## config.mk

```make
export PLATFORM = sky130hd
export DESIGN_NAME = pulse_window_sched
export DESIGN_NICKNAME = d
export VERILOG_FILES = /design/src/rtl/pulse_window_sched.sv
export SDC_FILE = /design/constraint.sdc
export NUM_CORES = 1
export LEC_CHECK = 0
export CAP_MARGIN = 20
export CORE_AREA = 2 2 128 130
export CTS_CLUSTER_DIAMETER = 60
export DETAILED_ROUTE_END_ITERATION = 10
export DIE_AREA = 0 0 130 132
export PLACE_DENSITY = 0.78
export SYNTH_ARGS = -nofsm -noshare
export SYNTH_HDL_FRONTEND = slang
export SYNTH_SLANG_ARGS = --single-unit
```

## constraint.sdc

```tcl
create_clock -name clk -period 4.2 [get_ports clk]
set_input_delay 0.84 -clock clk [delete_from_list [all_inputs] [get_ports clk]]
set_output_delay 0.84 -clock clk [all_outputs]
set_load 0.01 [all_outputs]
```

## src/rtl/pulse_window_sched.sv

```systemverilog
// Measurement-window scheduler: counts per-channel pulse flags over back-to-back windows
// and presents each window's latched counts to the host through a valid/ack handshake.
module pulse_window_sched #(
    parameter int unsigned NCH = 4,
    parameter int unsigned CW  = 16,
    parameter int unsigned TW  = 24
) (
    input  logic              clk,
    input  logic              rst,
    input  logic              enable,
    input  logic [TW-1:0]     window_len,
    input  logic [NCH-1:0]    pulse,
    output logic              busy,
    output logic              valid,
    input  logic              rd_ack,
    output logic [NCH*CW-1:0] counts,
    output logic [NCH-1:0]    ovf,
    output logic              overrun,
    output logic [7:0]        seq
);

    typedef enum logic [0:0] {StIdle, StRun} state_e;

    state_e              state_q;
    logic [CW-1:0]       acc_q [NCH];
    logic [NCH-1:0]      sat_q;
    logic [TW-1:0]       timer_q;
    logic                busy_q;
    logic                valid_q;
    logic                overrun_q;
    logic [NCH*CW-1:0]   counts_q;
    logic [NCH-1:0]      ovf_q;
    logic [7:0]          seq_q;

    logic [CW-1:0]       acc_nxt [NCH];
    logic [NCH-1:0]      inc_sat;
    logic [TW-1:0]       len_m1;
    logic                last;

    // Saturating increment; inc_sat marks a pulse that could not be counted.
    always_comb begin
        for (int i = 0; i < int'(NCH); i++) begin
            inc_sat[i] = pulse[i] & (&acc_q[i]);
            acc_nxt[i] = acc_q[i] + CW'(pulse[i] & ~(&acc_q[i]));
        end
        len_m1 = (window_len == '0) ? '0 : window_len - TW'(1);
        last   = (timer_q == '0);
    end

    always_ff @(posedge clk) begin
        if (rst) begin
            state_q   <= StIdle;
            for (int i = 0; i < int'(NCH); i++) acc_q[i] <= '0;
            sat_q     <= '0;
            timer_q   <= '0;
            busy_q    <= 1'b0;
            valid_q   <= 1'b0;
            overrun_q <= 1'b0;
            counts_q  <= '0;
            ovf_q     <= '0;
            seq_q     <= '0;
        end else begin
            if (valid_q && rd_ack) begin
                valid_q   <= 1'b0;
                overrun_q <= 1'b0;
            end
            unique case (state_q)
                StIdle: begin
                    if (enable) begin
                        state_q <= StRun;
                        busy_q  <= 1'b1;
                        for (int i = 0; i < int'(NCH); i++) acc_q[i] <= '0;
                        sat_q   <= '0;
                        timer_q <= len_m1;
                    end
                end
                StRun: begin
                    if (last) begin
                        for (int i = 0; i < int'(NCH); i++) counts_q[i*CW +: CW] <= acc_nxt[i];
                        ovf_q   <= sat_q | inc_sat;
                        seq_q   <= seq_q + 8'd1;
                        valid_q <= 1'b1;
                        // An unacked result is being replaced; an ack this cycle retires
                        // the old result instead and the clear above stands.
                        if (valid_q && !rd_ack) overrun_q <= 1'b1;
                        for (int i = 0; i < int'(NCH); i++) acc_q[i] <= '0;
                        sat_q <= '0;
                        if (enable) begin
                            timer_q <= len_m1;
                        end else begin
                            state_q <= StIdle;
                            busy_q  <= 1'b0;
                            timer_q <= '0;
                        end
                    end else if (!enable) begin
                        state_q <= StIdle;
                        busy_q  <= 1'b0;
                        for (int i = 0; i < int'(NCH); i++) acc_q[i] <= '0;
                        sat_q   <= '0;
                        timer_q <= '0;
                    end else begin
                        for (int i = 0; i < int'(NCH); i++) acc_q[i] <= acc_nxt[i];
                        sat_q   <= sat_q | inc_sat;
                        timer_q <= timer_q - TW'(1);
                    end
                end
                default: state_q <= StIdle;
            endcase
        end
    end

    assign busy    = busy_q;
    assign valid   = valid_q;
    assign overrun = overrun_q;
    assign counts  = counts_q;
    assign ovf     = ovf_q;
    assign seq     = seq_q;

endmodule

```

==> results of run 1 <==
-- stage by stage --
step           hold WS (ns)  area, sq um
6_report              0.457        10400
5_1_grt               0.476        10400
4_1_cts               0.461        10400
3_5_place_dp          0.448         9790
3_3_place_gp          0.439         9790
2_1_floorplan         0.440         8500
-- sequential cells by signal, summed over array words and instances (netlist names), named ones only --
signal,count
counts,64
ovf,4
sat_q,4
seq,8
timer_q,24
valid,1
busy,1
state_q,1
acc_q,64
-- power breakdown --
| group | switching [W] | total (W) | leakage, nW | internal [W] |
|---|---|---|---|---|
| Combinational | 0.000243 | 0.000399 | 1.58 | 0.000156 |
| Sequential | 0.0000571 | 0.00182 | 1.54 | 0.00176 |
| Clock | 0.000641 | 0.00156 | 0.289 | 0.000922 |
-- critical path, delay by kind of cell, from the launching register on --
kind / cells / cell delay [ns]
adders and majority gates: 1 / 0.21
and+or+nand+nor: 4 / 1.96
DFF: 1 / 0.35
AOI/OAI and AO/OA: 1 / 0.47
buffers and inverters: 1 / 0.07
-- kinds of logic after synthesis --
group	after synthesis
buf+inv	66
xor+xnor	80
fa+ha+maj	14
simple gates	432
compound gates	204
flops	172
-- worst max-delay path by stage --
stage | from | slack (ns) | cells past startpoint | end
3_3_place_gp | enable | 0.75 | 8 | timer_q[23]$_SDFFE_PP0P_
2_1_floorplan | window_len[16] | 1.22 | 8 | timer_q[23]$_SDFFE_PP0P_
5_1_grt | timer_q[0]$_SDFFE_PP0P_ | 0.79 | 9 | acc_q[2][12]$_SDFFE_PP0P_
6_report | timer_q[0]$_SDFFE_PP0P_ | 0.90 | 7 | acc_q[3][0]$_SDFFCE_PN0P_
4_1_cts | timer_q[0]$_SDFFE_PP0P_ | 0.95 | 7 | acc_q[3][0]$_SDFFCE_PN0P_
3_5_place_dp | window_len[14] | 0.72 | 8 | timer_q[18]$_SDFFE_PP0P_
-- final cells by class --
class | count | area (sq um) | share of cell area
Clock buffer | 21 | 472 | 0.0455
Clock inverter | 11 | 113 | 0.0109
Inverter | 17 | 63.8 | 0.00615
Multi-Input combinational cell | 730 | 4320 | 0.416
Sequential cell | 172 | 3920 | 0.378
Tap cell | 216 | 270 | 0.0260
Timing Repair Buffer | 124 | 1220 | 0.117
-- placed cells by master, fill, tap and decap left out, types with 14 or more instances in the layout --
| cell type | count |
|---|---|
| ha_1 | 14 |
| o21ai_0 | 37 |
| nand3_1 | 44 |
| nor2_1 | 165 |
| buf_4 | 14 |
| or3_1 | 18 |
| dfxtp_1 | 124 |
| xnor2_1 | 40 |
| edfxtp_1 | 48 |
| nand4_1 | 20 |
| inv_1 | 17 |
| xor2_1 | 40 |
| nand2_1 | 67 |
| nor3_1 | 38 |
| a21oi_1 | 56 |
| clkbuf_16 | 18 |
| a31oi_1 | 14 |
| a211oi_1 | 59 |
| clkdlybuf4s50_1 | 109 |
-- routing by layer --
metal | global-route usage | part of all wire | wire (microns) | vias up
met2 | 0.391 | 0.47 | 9430 | 243
met5 | 0 | 0 | 0 | -
met4 | 0.0783 | 0.022 | 435 | 0
li1 | - | - | - | 3708
met3 | 0.0572 | 0.058 | 1180 | 35
met1 | 0.315 | 0.45 | 9130 | 3493
==> flow_metrics.py, run 1 <==
metrics = {
    "detailed_routing": {
        "dr.pass1.iters": 5,
        "wl_per_cell_microns": 15.6,
        "antenna_left": 0,
        "first_iter_violations": 578,
        "vias_per_cell": 5.79,
        "wirelength_microns": 20200,
        "vias": 7479,
        "drcViolationCount": 0,
    },
    "setup_path": {
        "slowest_stage": "or4_1",
        "r2r_end": "acc_q[3][0]$_SDFFCE_PN0P_",
        "worstSetupEndpointType": "flip-flop",
        "worstPathRequired_ns": 4.39,
        "critPathKind": "flip-flop to flip-flop",
        "crit_arrival_ns": 3.48,
        "startpoint_type": "flip-flop",
        "max_stage_delay_ns": 0.75,
        "rr_startpoint": "timer_q[0]$_SDFFE_PP0P_",
        "path_cells": "inv_1, ha_1, or4b_1, or4_1, o211ai_2, nor2_1, and2_1",
        "ff2ff_path_depth": 7,
        "cp_max_fo": 16,
        "reg2reg_setup_slack_ns": 0.90,
    },
    "placement": {
        "placed_cells": 1259,
        "dpl.hpwl_microns": 14400,
        "place_congestion": 0.925,
        "port_buffers": 110,
        "pre_cts_ws_ns": 0.719,
    },
    "synthesis": {
        "synthAdderAreaFrac": 0.0206,
        "synthSimpleGateAreaFrac": 0.249,
        "ys_seq_area_frac": 0.462,
        "synthArstFlopShare": 0,
        "synth_edf_count": 48,
        "synth_top_area_share": 0.292,
        "yosysTopAreaCell": "dfxtp_1",
        "synthMuxAreaShare": 0,
        "ys.flop_type": "dfxtp_1",
        "syn_area_per_cell_sq_um": 8.78,
        "synth_top_family_by_area": "simple AND/OR/NAND/NOR gates",
        "synth_common_cells": "nor2_1 (165), dfxtp_1 (124), nand2_1 (67), a211oi_1 (59), a21oi_1 (56)",
        "synth_seq_cells": 172,
        "synth_xor_area_frac": 0.0824,
        "yosys-top-cells-area": "dfxtp_1 (29%), edfxtp_1 (17%), nor2_1 (7.3%), a211oi_1 (5.2%), xnor2_1 (4.1%)",
        "synthesis.nets": 1014,
        "ys_warn_count": 0,
        "synth_cell_type_count": 54,
        "synth_area_sq_um": 8500,
        "synth.most_common_cell": "nor2_1",
        "synth_cells": 968,
        "synth-compound-area-share": 0.154,
    },
    "finish": {
        "fillers": 1294,
        "antenna_cells": 0,
        "utilization": 0.660,
        "final_cells": 1291,
        "area_delta_synth_final_pct": 22.0,
        "drive_gt1_frac": 0.0493,
        "nets": 1108,
    },
    "timing": {
        "hold_viol_final": 0,
        "tightest_slew_ns": 1.13,
        "setup_viol": 0,
        "skew_ns": 0.00919,
        "finalMaxSlewViolations": 0,
        "finalWorstSetupSlack_ns": 0.904,
        "rsz0062_at_grt": "false",
        "fin_crit_ns": 3.30,
        "finalCritPeriodShare": 0.785,
        "finalSetupTns_ns": 0,
        "max_freq_mhz": 303,
        "relSlewSlack": 0.244,
    },
    "cts": {
        "ctsHoldBuffers": 0,
        "clock_latency_ns": 0.43,
        "cts_sinks": 172,
        "cts_tree": "yes",
        "clockBufferDepth": 2,
        "cts_root_buf": "clkbuf_16",
        "h-tree-depth": 4,
        "clkTransAtPathRegs_ns": 0.06,
        "post_cts_buffers": 0,
        "cts_buffers": 17,
        "cts_resized": 0,
    },
    "global_route": {
        "track_usage": 0.241,
        "grt_pass1_wl_microns": 33400,
        "grt_max_degree": 67,
        "grt_pass1_vias": 6877,
        "grt_remaining_overflow": 0,
        "antenna_found_initial": 0,
    },
    "pwr": {
        "power.density_nw_per_um2": 365,
        "total_power_w": 0.00378,
        "ir_worst_vdd_v": 0.000315,
        "leakage_nw": 3.41,
    },
    "hold_path": {
        "whs_path_depth": 2,
        "min_path_type": "flip-flop to flip-flop",
        "holdCritStartpoint": "counts[1]$_SDFFE_PP0N_",
        "worstHoldEndpoint": "counts[1]$_SDFFE_PP0N_",
    },
    "floorplanning": {
        "num_rows": 46,
        "ios": 111,
        "die_w_microns": 130,
        "start_util": 0.541,
        "die_h_microns": 132,
        "core_area_sq_um": 15700,
        "die_area_sq_um": 17200,
    },
    "flow_run": {
        "cap_violations": 0,
    },
    "outcome": {
        "status": "finished clean",
    },
}
No activity file was read; power rests on OpenSTA's default activity.
==> inputs of run 2 (changes only) <==
clock period = 3.44 ns   (was 4.2 ns; I/O delays follow)
==> flow_metrics.py, run 2 (synthesized netlist as in run 1, its figures left out) <==
metrics = {
    "cts": {
        "cts_resized": 0,
        "clockBufferDepth": 2,
        "clock_latency_ns": 0.43,
        "clkTransAtPathRegs_ns": 0.06,
        "cts_sinks": 172,
        "post_cts_buffers": 0,
        "ctsHoldBuffers": 0,
        "cts_buffers": 17,
        "cts_tree": "yes",
        "cts_root_buf": "clkbuf_16",
        "h-tree-depth": 4,
    },
    "setup_path": {
        "critPathKind": "flip-flop to flip-flop",
        "worstPathRequired_ns": 3.77,
        "startpoint_type": "flip-flop",
        "crit_arrival_ns": 3.37,
        "slowest_stage": "buf_4",
        "max_stage_delay_ns": 0.65,
        "cp_max_fo": 80,
        "path_cells": "inv_1, ha_1, or4b_1, or3_1, nor4_4, buf_4, nor2_1, a211oi_1",
        "worstSetupEndpointType": "flip-flop",
    },
    "timing": {
        "relSlewSlack": 0.330,
        "finalCritPeriodShare": 0.883,
        "hold_viol_final": 0,
        "tightest_slew_ns": 1.00,
        "skew_ns": 0.00661,
        "hold_ws_ns": 0.460,
        "setup_viol": 0,
        "finalMaxSlewViolations": 0,
        "max_freq_mhz": 329,
        "rsz0062_at_grt": "false",
        "fin_crit_ns": 3.04,
        "finalSetupTns_ns": 0,
    },
    "floorplanning": {
        "die_h_microns": 132,
        "die_area_sq_um": 17200,
        "die_w_microns": 130,
        "core_area_sq_um": 15700,
        "ios": 111,
        "start_util": 0.541,
        "num_rows": 46,
    },
    "global_route": {
        "grt_pass1_wl_microns": 33400,
        "track_usage": 0.239,
        "antenna_found_initial": 0,
        "grt_pass1_vias": 6830,
        "grt_max_degree": 81,
        "grt_remaining_overflow": 0,
    },
    "pwr": {
        "power_switching_w": 0.00115,
        "power.density_nw_per_um2": 442,
        "p_int_w": 0.00350,
        "p_seq_frac": 0.478,
        "leakage_nw": 3.50,
        "clock_power_share": 0.413,
        "swShare": 0.248,
        "comb_power_share": 0.109,
        "ir_worst_vdd_v": 0.000383,
    },
    "detailed_routing": {
        "drcViolationCount": 0,
        "dr.pass1.iters": 7,
        "routed.top_layer": "met4",
        "wl_met1_microns": 9390,
        "vias": 7480,
        "vias_per_cell": 5.73,
        "antenna_left": 0,
        "wl_per_cell_microns": 15.6,
        "wirelength_microns": 20400,
        "first_iter_violations": 658,
        "wl_met2_microns": 9640,
        "dr_wl_met3_microns": 996,
    },
    "finish": {
        "finalInstanceArea_sq_um": 10500,
        "nets": 1123,
        "layout_commonest_cell": "nor2_1",
        "drive_gt1_frac": 0.0661,
        "antenna_cells": 0,
        "final_cell_mix": "nor2_1 (165), dfxtp_1 (124), clkdlybuf4s50_1 (109)",
        "area_delta_synth_final_pct": 23.6,
        "final_cells": 1306,
        "utilization": 0.669,
    },
    "placement": {
        "placed_cells": 1274,
        "port_buffers": 110,
        "place_congestion": 0.939,
        "dpl.hpwl_microns": 14300,
        "placedInstanceArea_sq_um": 9910,
    },
    "flow_run": {
        "cap_violations": 0,
    },
    "outcome": {
        "status": "finished clean",
    },
    "hold_path": {
        "min_path_type": "flip-flop to flip-flop",
    },
}
## run 2: area by class of cell
| cell class | instances | area, sq um |
|---|---|---|
| Fill cell | 1325 | 5200 |
| Multi-Input combinational cell | 730 | 4320 |
| Sequential cell | 172 | 3920 |
| Timing Repair Buffer | 139 | 1330 |
| Clock buffer | 24 | 523 |
| Tap cell | 216 | 270 |
| Clock inverter | 8 | 78.8 |
| Inverter | 17 | 63.8 |
## run 2: final timing paths
check | end | depth (start not counted) | from | slack (ns)
max | counts[38]$_SDFFE_PP0N_ | 8 | timer_q[0]$_SDFFE_PP0P_ | 0.40
max reg2reg | counts[38]$_SDFFE_PP0N_ | 8 | timer_q[0]$_SDFFE_PP0P_ | 0.40
min | counts[0]$_SDFFE_PP0N_ | 2 | counts[0]$_SDFFE_PP0N_ | 0.46
min reg2reg | counts[0]$_SDFFE_PP0N_ | 2 | counts[0]$_SDFFE_PP0N_ | 0.46
## run 2: metrics by stage
step	setup WS (ns)	power (W)
finish	0.403	0.00465
detailed placement	0.134	0.00276
floorplan	0.611	0.00257
global placement	0.223	0.00275
CTS	0.414	0.00466
global route	0.244	0.00481
## run 2: metal layers
metal  vias up  track usage
met5         -            0
met4         0       0.0717
met3        35       0.0402
met2       234        0.386
met1      3485        0.329
li1       3726            -
## run 2: power by group through the flow
| stage | clock network [W] | registers, W | logic, W |
|---|---|---|---|
| 2_1_floorplan | 0 | 0.00225 | 0.000317 |
| 3_3_place_gp | 0 | 0.00226 | 0.000492 |
| 3_5_place_dp | 0 | 0.00226 | 0.000499 |
| 4_1_cts | 0.00194 | 0.00222 | 0.000503 |
| 5_1_grt | 0.00203 | 0.00223 | 0.000557 |
| 6_report | 0.00192 | 0.00222 | 0.000508 |
## run 2: worst max-delay path: cells and delay by family, from the launching register on
family          cells  cell delay [ns]
compound gates      1             0.26
fa+ha+maj           1             0.21
buf+inv             2             0.72
flops               1             0.34
simple gates        4             1.35
==> inputs of run 3 (changes only) <==
SETUP_SLACK_MARGIN = 0.15   (was unset)
TNS_END_PERCENT = 5   (was unset)
clock period = 3.81 ns   (was 3.44 ns; I/O delays follow)
==> flow_metrics.py, run 3 (synthesized netlist as in run 1, its figures left out) <==
metrics = {
    "detailed_routing": {
        "antenna_left": 0,
        "wl_per_cell_microns": 15.7,
        "dr.pass1.iters": 7,
        "wirelength_microns": 20400,
        "first_iter_violations": 701,
        "vias": 7471,
        "vias_per_cell": 5.74,
        "drcViolationCount": 0,
    },
    "placement": {
        "dpl.hpwl_microns": 14400,
        "pre_cts_ws_ns": 0.426,
        "port_buffers": 110,
        "placedInstanceArea_sq_um": 9870,
        "place_congestion": 0.932,
    },
    "pwr": {
        "leakage_nw": 3.45,
        "p_seq_frac": 0.496,
        "power.density_nw_per_um2": 388,
        "power_switching_w": 0.00102,
        "swShare": 0.253,
        "clock_power_share": 0.392,
        "comb_power_share": 0.112,
        "total_power_w": 0.00404,
        "ir_worst_vdd_v": 0.000331,
        "p_int_w": 0.00301,
    },
    "cts": {
        "h-tree-depth": 4,
        "post_cts_buffers": 0,
        "cts_tree": "yes",
        "clkTransAtPathRegs_ns": 0.06,
        "cts_sinks": 172,
        "clockBufferDepth": 2,
        "ctsHoldBuffers": 0,
        "cts_root_buf": "clkbuf_16",
        "clock_latency_ns": 0.43,
        "cts_buffers": 17,
        "cts_resized": 0,
    },
    "flow_run": {
        "cap_violations": 0,
    },
    "finish": {
        "finalInstanceArea_sq_um": 10400,
        "drive_gt1_frac": 0.0590,
        "antenna_cells": 0,
        "final_cell_mix": "nor2_1 (165), dfxtp_1 (124), clkdlybuf4s50_1 (109)",
        "layout_commonest_cell": "nor2_1",
        "nets": 1118,
        "fillers": 1322,
        "area_delta_synth_final_pct": 22.4,
    },
    "setup_path": {
        "path_cells": "inv_1, ha_1, or4b_1, or4_1, o2111ai_4, buf_12, nor2_1",
        "worstPathRequired_ns": 3.98,
        "critPathKind": "flip-flop to flip-flop",
        "worstSetupEndpointType": "flip-flop",
        "cp_max_fo": 36,
        "slowest_stage": "or4_1",
        "crit_arrival_ns": 3.31,
        "startpoint_type": "flip-flop",
        "max_stage_delay_ns": 0.73,
    },
    "floorplanning": {
        "num_rows": 46,
        "ios": 111,
        "die_w_microns": 130,
        "die_h_microns": 132,
        "core_area_sq_um": 15700,
        "start_util": 0.541,
        "die_area_sq_um": 17200,
    },
    "timing": {
        "setup_viol": 0,
        "finalWorstSetupSlack_ns": 0.675,
        "rsz0062_at_grt": "false",
        "finalCritPeriodShare": 0.823,
        "max_freq_mhz": 319,
        "finalMaxSlewViolations": 0,
        "fin_crit_ns": 3.14,
        "hold_ws_ns": 0.448,
        "hold_viol_final": 0,
        "tightest_slew_ns": 0.973,
        "relSlewSlack": 0.342,
        "skew_ns": 0.0110,
        "finalSetupTns_ns": 0,
    },
    "outcome": {
        "status": "finished clean",
    },
    "global_route": {
        "grt_max_degree": 61,
        "grt_pass1_wl_microns": 34200,
        "grt_pass1_vias": 6936,
        "track_usage": 0.245,
        "grt_remaining_overflow": 0,
        "antenna_found_initial": 0,
    },
    "hold_path": {
        "min_path_type": "flip-flop to flip-flop",
    },
}
[run 3: changes by cell type in the layout (fill, tap and decap cells not counted)]
cell        before  now
clkbuf_16       18   17
clkinv_1         0    2
clkbuf_8         5    4
clkinv_4         2    1
clkbuf_1         1    2
clkinv_2         3    6
buf_4           28   23
bufinv_16        1    0
clkinvlp_4       1    0
inv_6            1    0
[run 3: path summary, 6_finish.rpt]
path,endpoint,slack [ns],cells past startpoint,from
hold reg to reg,counts[41]$_SDFFE_PP0N_,0.45,2,counts[41]$_SDFFE_PP0N_
setup reg to reg,acc_q[1][15]$_SDFFCE_PN0P_,0.67,7,timer_q[0]$_SDFFE_PP0P_
hold / removal,counts[41]$_SDFFE_PP0N_,0.45,2,counts[41]$_SDFFE_PP0N_
setup / recovery,acc_q[1][15]$_SDFFCE_PN0P_,0.67,7,timer_q[0]$_SDFFE_PP0P_
[run 3: area by class of cell]
class                   instances  area, sq um  share of cell area
clock buffers                  23          488              0.0469
clock inverters                 9         46.3             0.00445
inverters                      17         63.8             0.00613
multi-input cells             730         4320               0.415
flip-flops and latches        172         3920               0.377
well taps                     216          270              0.0260
repair buffers                134         1290               0.124
[run 3: metrics by stage]
step / util / cells
after floorplan: - / 968
after global placement: 0.627 / 1267
after detailed placement: 0.628 / 1269
after CTS: 0.662 / 1301
after global routing: 0.662 / 1301
final: 0.662 / 1301
[run 3: critical path, delay by kind of cell (launching register included)]
family	cells	cell delay [ns]
buffers and inverters	2	0.35
adder cells (fa/ha/maj)	1	0.21
flip-flops	1	0.34
AND/OR/NAND/NOR	3	1.34
AO/OA/AOI/OAI	1	0.62
[run 3: power by group through the flow]
stage / Combinational [W] / Sequential [W] / Clock, W
2_1_floorplan: 0.000286 / 0.00203 / 0
3_3_place_gp: 0.000437 / 0.00204 / 0
3_5_place_dp: 0.000444 / 0.00204 / 0
4_1_cts: 0.000447 / 0.00200 / 0.00160
5_1_grt: 0.000497 / 0.00201 / 0.00168
6_report: 0.000452 / 0.00200 / 0.00158
[run 3: layer usage]
metal	wire [microns]	up-vias	track usage	part of all wire
met1	9510	3495	0.339	0.47
met2	9650	230	0.392	0.47
met5	0	-	0	0
li1	-	3722	-	-
met3	1030	24	0.0483	0.050
met4	260	0	0.0621	0.013
